## src/rtl/pc_fetch_pkg.sv

```systemverilog
// rtl/pc_fetch_pkg.sv - shared types and constants for the PC fetch sequencer
package pc_fetch_pkg;

  typedef enum logic {
    IDLE = 1'b0,
    RUN  = 1'b1
  } fetchStateE;

  localparam int          DEFAULT_STEP     = 4;
  localparam logic [31:0] DEFAULT_RESET_PC = 32'h0000_0000;
  localparam int          FETCH_CNT_W      = 16;

endpackage

```

## src/rtl/next_pc_mux.sv

```systemverilog
// rtl/next_pc_mux.sv - WIDTH-bit 2:1 next-PC select, sel=1 picks the redirect input
module next_pc_mux #(
  parameter int WIDTH = 32
) (
  input  logic [WIDTH-1:0] in [2],
  input  logic             sel,
  output logic [WIDTH-1:0] out
);

  assign out = sel ? in[1] : in[0];

endmodule

```

## src/rtl/pc_fetch_unit.sv

```systemverilog
// rtl/pc_fetch_unit.sv - PC register and instruction-fetch sequencer with redirect buffering
module pc_fetch_unit
  import pc_fetch_pkg::*;
#(
  parameter int               WIDTH    = 32,
  parameter logic [WIDTH-1:0] RESET_PC = WIDTH'(DEFAULT_RESET_PC),
  parameter int               STEP     = DEFAULT_STEP
) (
  input  logic                   clk,
  input  logic                   rst,
  input  logic                   stall,
  input  logic                   branch_taken,
  input  logic [WIDTH-1:0]       branch_target,
  input  logic                   fetch_ready,
  output logic                   fetch_valid,
  output logic [WIDTH-1:0]       pc_out,
  output logic [WIDTH-1:0]       pc_plus_step,
  output logic [FETCH_CNT_W-1:0] fetch_count
);

  localparam logic [WIDTH-1:0] STEP_W     = WIDTH'(STEP);
  localparam logic [WIDTH-1:0] ALIGN_MASK = ~(STEP_W - WIDTH'(1));
  localparam logic [WIDTH-1:0] RESET_ALIGNED = RESET_PC & ALIGN_MASK;

  fetchStateE             state;
  logic [WIDTH-1:0]       pcReg;
  logic                   pendingValid;
  logic [WIDTH-1:0]       pendingTarget;
  logic [FETCH_CNT_W-1:0] fetchCount;

  logic                   accept;
  logic [WIDTH-1:0]       alignedTarget;
  logic [WIDTH-1:0]       redirectAddr;
  logic                   redirectSel;
  logic [WIDTH-1:0]       muxIn [2];
  logic [WIDTH-1:0]       nextPc;

  assign fetch_valid   = (state == RUN) && !stall;
  assign accept        = fetch_valid && fetch_ready;
  assign pc_out        = pcReg;
  assign pc_plus_step  = pcReg + STEP_W;
  assign fetch_count   = fetchCount;

  // A live branch outranks a buffered one; both share the redirect leg of the mux.
  assign alignedTarget = branch_target & ALIGN_MASK;
  assign redirectAddr  = branch_taken ? alignedTarget : pendingTarget;
  assign redirectSel   = branch_taken || pendingValid;
  assign muxIn[0]      = pc_plus_step;
  assign muxIn[1]      = redirectAddr;

  next_pc_mux #(
    .WIDTH(WIDTH)
  ) uNextPcMux (
    .in (muxIn),
    .sel(redirectSel),
    .out(nextPc)
  );

  always_ff @(posedge clk) begin
    if (rst) begin
      state         <= IDLE;
      pcReg         <= RESET_ALIGNED;
      pendingValid  <= 1'b0;
      pendingTarget <= '0;
      fetchCount    <= '0;
    end else begin
      state <= RUN;
      if (accept) begin
        pcReg        <= nextPc;
        pendingValid <= 1'b0;
        fetchCount   <= fetchCount + FETCH_CNT_W'(1);
      end else if (branch_taken) begin
        pendingValid  <= 1'b1;
        pendingTarget <= alignedTarget;
      end
    end
  end

endmodule

```

## config.mk

```make
export PLATFORM = sky130hd
export DESIGN_NAME = pc_fetch_unit
export DESIGN_NICKNAME = d
export VERILOG_FILES = /design/src/rtl/pc_fetch_pkg.sv /design/src/rtl/next_pc_mux.sv /design/src/rtl/pc_fetch_unit.sv
export SDC_FILE = /design/constraint.sdc
export NUM_CORES = 1
export LEC_CHECK = 0
export ABC_CLOCK_PERIOD_IN_PS = 2740
export BUFFER_PORTS_ARGS = -buffer_cell sky130_fd_sc_hd__clkbuf_2
export CORE_UTILIZATION = 55
export CTS_BUF_LIST = sky130_fd_sc_hd__clkbuf_2 sky130_fd_sc_hd__clkbuf_4 sky130_fd_sc_hd__clkbuf_8
export DETAILED_ROUTE_END_ITERATION = 7
export MAX_ROUTING_LAYER = met4
export PLACE_DENSITY = 0.9
export SKIP_CTS_REPAIR_TIMING = 1
export SLEW_MARGIN = 20
export SYNTH_ARGS = -nofsm -noshare
export SYNTH_HDL_FRONTEND = slang
export SYNTH_SLANG_ARGS = --single-unit
```

## constraint.sdc

```tcl
create_clock -name clk -period 2.74 [get_ports clk]
set_clock_uncertainty 0.2 [all_clocks]
set_input_delay 0.274 -clock clk [delete_from_list [all_inputs] [get_ports clk]]
set_output_delay 0.274 -clock clk [all_outputs]
set_load 0.01 [all_outputs]
```

==> metrics.txt, run 1 <==
clk sinks 82; routed len/inst 17.1 um; via/cell ratio 6.07; Worst path max stage delay 0.34 ns; RSZ-0062 raised after global routing false; CP bufs+invs 1; Post-synth ARST share 0; Final Hold Fails 1; critical path required time 2.27 ns; CP max stage cell dfxtp_1; R2R depth 5; Die X 92.8 um; flops & latches, synth 82; Hold Crit Endpoint pendingTarget[21]$_SDFFE_PP0N_; # placed instances 755; delay-heaviest family, CP simple AND/OR/NAND/NOR gates; min-delay src branch_target[21]; Critical Path Start Type flip-flop; Filler Cell Count 638; Worst Hold Class in2reg; Residual DRC 4; DP HPWL 9.00 mm; Final period util 0.949; Clk Latency, worst-skew pair 0.36 ns; Power, Total 2650 uW; FF-to-FF setup slack 0.49 ns; hold path depth 3; I/O pins 118; Max rail drop VDD 0.362 mV; Top FF cell, synth dfxtp_1; Synth area leader dfxtp_1; Placer Congestion 0.970; reg2reg end pc_out[18]$_SDFFE_PP0P_; clock-pin slew on the worst setup and hold paths 0.09 ns; final setup vio count 0; PD cells 474 nW/um^2; Crit. End Element output port; status finished, violations left; critical path fanouts, max 9; Initial DRC Count 461; Std-Cell Rows 32; CP Data Arrival Time 2.12 ns; largest net degree at the start of global routing 75; area delta synth->final 23.5%; fin crit period 2.60 ns; first-pass GRT wire length 20.7 mm; CP Class reg2out; CP cell instances ha_1 -> nand3_4 -> nor3_4 -> nand4_1 -> xnor2_2 -> clkbuf_2; number of buffers created by CTS 9; EDFF count, synth 0; top cells by area, synth dfxtp_1 36%, nand2_1 8.0%, a21oi_1 5.9%, xnor2_1 4.4%, nor2_1 3.9%; Initial Utilization 0.577; CTS root buffer clkbuf_8; WL final 13.7 mm; Clock Tree Buf Depth 2; final antenna-violating net count 0; number of global-route vias before repair 4,267; relative slew slack 0.446; share of layout cells above drive strength 1 0.253; Syn Inst Count 568; Die Ht 92.8 um; syn avg cell area 7.98 um^2; Port Buffers 115; Overall Global Routing Usage 0.311; P_leak 0.00234 uW; Hold Slack -0.0152 ns; final std cells w/o fill 798; Final Slew Violations 0; synthesized area 4530 um^2; Achievable Freq 385 MHz; initial antenna violation count 0; syn_nets 607; H-tree Lvls 3; Yosys top cell area share 0.362; n_diodes 0; Core ar. 7850 um^2; synth warn 0; max-capacitance violation count 0; FF-to-FF Start pc_out[3]$_SDFFE_PP0P_; CTS tree built; fin nets 730; Yosys cell types 59; DRT Pass-1 Iters 8; die area 8610 um^2; Slew @ Worst Pin 0.831 ns; grt ovf 0; sequential area share after synthesis 0.362; failing checks DRC, hold timing; vias post-DR 4,840
==> tightest hold or removal path, cell delays in order <==
cell,delay (ns)
clkbuf_2,0.11
nand2_1,0.06
a21oi_1,0.05
==> cells by family after synthesis <==
kind of cell             synth area share
multiplexers                       0.0113
adder cells (fa/ha/maj)           0.00552
flip-flops                          0.362
AO/OA/AOI/OAI                       0.207
AND/OR/NAND/NOR                     0.260
buffers and inverters              0.0754
XOR/XNOR                           0.0792
==> worst max path at each step <==
stage / start / end / depth (start not counted)
6_report: pc_out[3]$_SDFFE_PP0P_ / pc_plus_step[22] / 6
5_1_grt: pc_out[3]$_SDFFE_PP0P_ / pc_plus_step[22] / 6
4_1_cts: pc_out[3]$_SDFFE_PP0P_ / pc_plus_step[26] / 6
3_5_place_dp: pc_out[4]$_SDFFE_PP0P_ / pc_plus_step[25] / 5
3_3_place_gp: pc_out[2]$_SDFFE_PP0P_ / pc_plus_step[26] / 6
2_1_floorplan: pc_out[2]$_SDFFE_PP0P_ / pc_plus_step[26] / 5
==> cells in the mapped netlist, types with 4 or more instances <==
cell type   n
nor3_1     10
o21ai_0    33
nand2_1    96
nor4_1      7
xnor2_1    23
a31oi_1     4
a22o_1      4
mux2i_1     4
a221o_1     6
nand3_1    21
xor2_1     18
o2bb2ai_1   7
or3_1       4
buf_4       4
and3_1      7
nand3b_1    4
a21oi_1    53
nand4_1    18
dfxtp_1    82
clkbuf_8   11
inv_1       8
clkbuf_1   30
nor2_1     47
a22oi_1    10
==> registers in the layout (all words and copies together), names as in the netlist <==
name and count:
pendingTarget 32, fetch_count 16, state 1, pc_out 32, pendingValid 1
==> placed cells by master (no fill, tap or decap), types with 7 or more instances in the layout <==
| cell type | instances |
|---|---|
| a21oi_1 | 53 |
| a22oi_1 | 10 |
| and3_1 | 7 |
| buf_4 | 20 |
| clkbuf_2 | 115 |
| clkbuf_8 | 9 |
| dfxtp_1 | 75 |
| dfxtp_2 | 7 |
| dlygate4sd3_1 | 26 |
| inv_1 | 8 |
| nand2_1 | 96 |
| nand3_1 | 21 |
| nand4_1 | 18 |
| nor2_1 | 46 |
| nor3_1 | 10 |
| o21ai_0 | 33 |
| o2bb2ai_1 | 7 |
| xnor2_1 | 22 |
| xor2_1 | 18 |
==> metal layers <==
metal,GRT usage,vias to the layer above,share of wire
li1,-,2259,-
met5,-,-,0
met4,0.138,0,0.021
met1,0.381,2238,0.39
met2,0.511,305,0.50
met3,0.0386,38,0.087
==> layout make-up <==
class	instances	area, um^2	share of cell area
clock buffers	9	124	0.0221
clock inverters	7	101	0.0181
repair buffers	161	986	0.176
flip-flops and latches	82	1650	0.295
inverters	8	30.0	0.00537
well taps	102	128	0.0228
multi-input cells	429	2580	0.461
==> through the flow <==
step	setup WS (ns)	area [um^2]	TNS (ns)	hold WS (ns)	utilization
after floorplan	0.483	4530	0	0.207	-
after global placement	0.424	5070	0	0.241	0.646
after detailed placement	0.409	5070	0	0.247	0.646
after CTS	-0.00101	5290	-0.00101	-0.0639	0.675
after global routing	0.0343	5600	0	0.0329	0.713
final	0.141	5600	0	-0.0152	0.713
==> where the power goes <==
group          total, uW  switching, uW  internal [uW]  leakage, uW
Sequential          1290           51.5           1240     0.000672
Clock               1000            481            521     0.000106
Combinational        362            210            152      0.00156
Note: power is estimated with default switching activity, not from simulation.
==> run 2, diff against run 1 <==
ABC_AREA = 1   (was not set)
ABC_CLOCK_PERIOD_IN_PS = 2900   (was 2740)
clock period = 2.9 ns   (was 2.74 ns; I/O delays follow)
==> metrics.txt, run 2 <==
status completed; most frequent cells in the layout 177 x nand2_1, 115 x clkbuf_2, 91 x a21oi_1; Synth area leader dfxtp_1; switching share of total power 0.260 (-0.0196); area delta synth->final 17.8%; clk sinks 82 (unchanged); Clk Latency, worst-skew pair 0.34 ns (-0.02 ns); I/O pins 118 (unchanged); fin crit period 2.58 ns; Final period util 0.890; Worst Hold Class in2reg; Overall Global Routing Usage 0.296 (-0.0144); Final Hold Fails 0 (-1); number of buffers created by CTS 9 (unchanged); synth warn 0 (unchanged); final setup vio count 0 (unchanged); synthesized area 4420 um^2 (-2.5%); fin nets 776 (+6.3%); Slew @ Worst Pin 0.714 ns (-0.117 ns); combinational share of power 0.098 (-0.038); Crit. End Element output port; Critical Path Start Type flip-flop; max-capacitance violation count 0 (unchanged); Yosys top cell area share 0.371 (+0.00923); final antenna-violating net count 0 (unchanged); CP max stage cell dfxtp_1; die area 8400 um^2 (-2.4%); setup TNS 0 ns (unchanged); DRT Pass-1 Iters 5 (-3); Int Power 1680 uW (-12%); PD cells 436 nW/um^2 (-8.0%); Worst path max stage delay 0.44 ns (+0.10 ns); synth cell count leaders 177 x nand2_1, 91 x a21oi_1, 82 x dfxtp_1; sequential area share after synthesis 0.371 (+0.00923); EDFF count, synth 0 (unchanged); flops & latches, synth 82 (unchanged); WL final 11.9 mm (-13%); Residual DRC 0 (-4); Placer Congestion 0.936 (-3.5%); commonest non-fill, non-tap cell in the layout nand2_1; CP Data Arrival Time 2.09 ns (-0.03 ns); number of global-route vias before repair 4,221 (-1.1%); pre-CTS setup slack 0.734 ns (+0.325 ns); Power, Total 2270 uW (-14%); n_diodes 0 (unchanged); grt ovf 0 (unchanged); Syn Inst Count 638 (+12%); H-tree Lvls 3 (unchanged); CP Class reg2out; Sequential Power Share 0.529 (+0.043); CP bufs+invs 1 (unchanged); delay-heaviest family, CP simple AND/OR/NAND/NOR gates; top cells by area, synth dfxtp_1 37%, nand2_1 15%, a21oi_1 10%, o21ai_0 5.3%, a31oi_1 4.0%; Std-Cell Rows 32 (unchanged); Switch Pwr 590 uW (-20%); Final Slew Violations 0 (unchanged); Filler Cell Count 683 (+7.1%); DP HPWL 8.51 mm (-5.4%); largest net degree at the start of global routing 68 (-9.3%); Top cell by count, worst path nand2_1; Clock power frac 0.373 (-0.005); Die X 91.6 um (-1.2%); # placed instances 828 (+9.7%); initial antenna violation count 0 (unchanged); vias post-DR 4,666 (-3.6%); relative slew slack 0.521 (+0.0747); RSZ-0062 raised after global routing false; via/cell ratio 5.53 (-8.8%); CP cell instances ha_1 -> nand2_1 -> nor2_4 -> nand2_1 -> nor2_2 -> or2_2 -> and2_1 -> clkbuf_2; Clock Tree Buf Depth 2 (unchanged); clock-pin slew on the worst setup and hold paths 0.09 ns (about the same); Max rail drop VDD 0.302 mV (-16%); critical path fanouts, max 5 (-4); Initial DRC Count 317 (-31%); P_leak 0.00218 uW (-7.0%); first-pass GRT wire length 19.3 mm (-6.6%); most numerous cell in the Yosys netlist nand2_1; worst setup margin 0.318 ns (+0.177 ns); routed len/inst 14.0 um (-18%); Die Ht 91.6 um (-1.2%); final std cells w/o fill 844 (+5.8%); Core ar. 7770 um^2 (-1.0%); Initial Utilization 0.569 (-0.00854); Post-synth ARST share 0 (unchanged); critical path required time 2.41 ns (+0.14 ns); Achievable Freq 387 MHz; CTS root buffer clkbuf_8; CTS tree built; Top FF cell, synth dfxtp_1; share of layout cells above drive strength 1 0.236 (-0.0170); Port Buffers 115 (unchanged); syn avg cell area 6.93 um^2 (-13%); syn_nets 677 (+12%); Yosys cell types 36 (-39%)
[run 2: per-layer routing]
layer,global-route usage,vias up,share of wire
met3,0.0423,31,0.060
met2,0.474,203,0.46
met5,-,-,0
met4,0.118,0,0.029
li1,-,2308,-
met1,0.379,2124,0.45
[run 2: kinds of logic (layout without fill, tap and decap cells)]
family,Yosys count,after routing,synth area share
adders and majority gates,2,2,0.00566
AOI/OAI and AO/OA,171,171,0.204
and+or+nand+nor,291,291,0.302
xor gates and xnor gates,16,16,0.0402
muxes,2,2,0.00453
DFF,82,82,0.371
buffers and inverters,74,178,0.0716
[run 2: layout make-up]
type / count / area, um^2 / area share
multi-input combinational: 482 / 2460 / 0.473
sequential: 82 / 1640 / 0.315
timing repair buffer: 121 / 621 / 0.119
inverter: 41 / 154 / 0.0296
clock buffer: 11 / 145 / 0.0279
tap: 102 / 128 / 0.0245
clock inverter: 5 / 53.8 / 0.0103
[run 2: final timing paths]
check	startpoint	endpoint	slack, ns	cells past startpoint
hold reg to reg	pendingTarget[0]$_SDFFE_PP0N_	pendingTarget[0]$_SDFFE_PP0N_	0.25	2
setup reg to reg	pc_out[2]$_SDFFE_PP0P_	pc_out[24]$_SDFFE_PP0P_	0.94	10
hold / removal	branch_target[30]	pendingTarget[30]$_SDFFE_PP0N_	0.02	3
setup / recovery	pc_out[2]$_SDFFE_PP0P_	pc_plus_step[16]	0.32	8
[run 2: worst min-delay path, cell delays in order]
cell and delay (ns):
clkbuf_2 0.08, nand2_1 0.07, a31oi_1 0.08
[run 2: power groups by stage]
stage | logic, uW | clock network [uW] | registers [uW]
2_1_floorplan | 142 | 0 | 1220
3_3_place_gp | 213 | 0 | 1220
3_5_place_dp | 220 | 0 | 1230
4_1_cts | 221 | 851 | 1200
5_1_grt | 247 | 898 | 1210
6_report | 222 | 846 | 1200
[run 2: per-stage QoR]
stage	hold WS [ns]	cell area, um^2	utilization
2_1_floorplan	0.226	4420	-
3_3_place_gp	0.234	5000	0.644
3_5_place_dp	0.242	5000	0.644
4_1_cts	0.00832	5200	0.670
5_1_grt	0.0141	5200	0.670
6_report	0.0165	5200	0.670
==> run 3, diff against run 2 <==
CORE_MARGIN = 5   (was not set)
PLACE_DENSITY = 0.83   (was 0.9)
SLEW_MARGIN = 15   (was 20)
==> metrics.txt, run 3 (synthesis gave the netlist of run 2 again) <==
H-tree Lvls 3 (unchanged); Crit. End Element output port; max-capacitance violation count 0 (unchanged); largest net degree at the start of global routing 56 (-18%); commonest non-fill, non-tap cell in the layout nand2_1; WL final 12.7 mm (+7.1%); die area 9930 um^2 (+18%); fin nets 776 (unchanged); Final Slew Violations 0 (unchanged); Std-Cell Rows 32 (unchanged); n_diodes 0 (unchanged); Initial DRC Count 334 (+5.4%); Hold Slack 0.00732 ns (-0.00915 ns); Slew @ Worst Pin 0.905 ns (+0.191 ns); Max rail drop VDD 0.291 mV (-3.9%); CP Class reg2out; FF-to-FF setup slack 0.95 ns (about the same); share of layout cells above drive strength 1 0.237 (+0.00135); CP Data Arrival Time 2.03 ns (-0.06 ns); Worst Hold Class in2reg; routed len/inst 15.0 um (+7.1%); area delta synth->final 17.3%; Final Hold Fails 0 (unchanged); relative slew slack 0.396 (-0.125); clk sinks 82 (unchanged); critical path fanouts, max 5 (unchanged); final antenna-violating net count 0 (unchanged); first-pass GRT wire length 20.4 mm (+5.6%); vias post-DR 4,677 (+0.24%); Clock Tree Buf Depth 2 (unchanged); Residual DRC 0 (unchanged); CTS root buffer clkbuf_8; number of buffers created by CTS 9 (unchanged); CTS tree built; Placer Congestion 0.907 (-3.1%); clock-pin slew on the worst setup and hold paths 0.08 ns (about the same); Overall Global Routing Usage 0.259 (-0.0369); Final period util 0.869 (-0.0211); DRT Pass-1 Iters 5 (unchanged); Core ar. 7770 um^2 (unchanged); I/O pins 118 (unchanged); critical path required time 2.41 ns (about the same); final std cells w/o fill 844 (unchanged); P_leak 0.00216 uW (-0.86%); Critical Path Start Type flip-flop; Clk Latency, worst-skew pair 0.35 ns (about the same); Port Buffers 115 (unchanged); status completed; Initial Utilization 0.569 (unchanged); via/cell ratio 5.54 (+0.24%); fin crit period 2.52 ns (-0.0613 ns); DP HPWL 9.18 mm (+7.8%); number of global-route vias before repair 4,200 (-0.50%); # placed instances 828 (unchanged); PD cells 423 nW/um^2 (-2.9%); Achievable Freq 397 MHz (+2.4%); RSZ-0062 raised after global routing false; most frequent cells in the layout 177 x nand2_1, 115 x clkbuf_2, 91 x a21oi_1; setup TNS 0 ns (unchanged); Die Ht 99.6 um (+8.7%); initial antenna violation count 0 (unchanged); grt ovf 0 (unchanged); Die X 99.6 um (+8.7%); final setup vio count 0 (unchanged)
## run 3: cell count changes in the layout (fill, tap and decap cells not counted)
cell	before	now
nor2_2	9	10
clkinv_4	1	0
bufinv_16	1	0
clkinvlp_4	0	2
nor2_1	43	42
## run 3: worst max-delay path: stages (launching register included)
cell and delay [ns]:
dfxtp_1 0.43, ha_1 0.21, nand2_1 0.10, nor2_4 0.18, nand2_1 0.13, nor2_2 0.24, nand2_1 0.11, and2_1 0.16
clkbuf_2 0.12
## run 3: worst paths after layout
path                                    end  cells after the start                     startpoint
min          pendingTarget[24]$_SDFFE_PP0N_                      3              branch_target[24]
max reg2reg         pc_out[24]$_SDFFE_PP0P_                      9         pc_out[2]$_SDFFE_PP0P_
max                        pc_plus_step[16]                      8         pc_out[2]$_SDFFE_PP0P_
min reg2reg   pendingTarget[1]$_SDFFE_PP0N_                      2  pendingTarget[1]$_SDFFE_PP0N_
## run 3: area by class of cell
cell class	count	area, um^2
Tap cell	102	128
Multi-Input combinational cell	482	2460
Sequential cell	82	1640
Fill cell	682	2580
Clock buffer	11	145
Inverter	41	154
Clock inverter	5	30.0
Timing Repair Buffer	121	621
## run 3: metal layers
metal | wire (um) | global-route usage | up-vias | part of all wire
li1 | - | - | 2309 | -
met1 | 5630 | 0.342 | 2148 | 0.44
met2 | 5880 | 0.410 | 194 | 0.46
met3 | 874 | 0.0351 | 26 | 0.069
met4 | 313 | 0.0903 | 0 | 0.025
met5 | 0 | - | - | 0
## run 3: where the power goes
group | total [uW] | switching, uW | internal (uW)
logic | 225 | 143 | 82.0
clock network | 767 | 427 | 340
registers | 1200 | 33.2 | 1170
## run 3: stage by stage
stage                     area, um^2  power [uW]  utilization  setup slack [ns]
after floorplan                 4420        1370            -              1.01
after global placement          5010        1440        0.645             0.690
after detailed placement        5010        1450        0.645             0.689
after CTS                       5180        2190        0.667             0.393
after global routing            5180        2270        0.667             0.241
final                           5180        2190        0.667             0.379
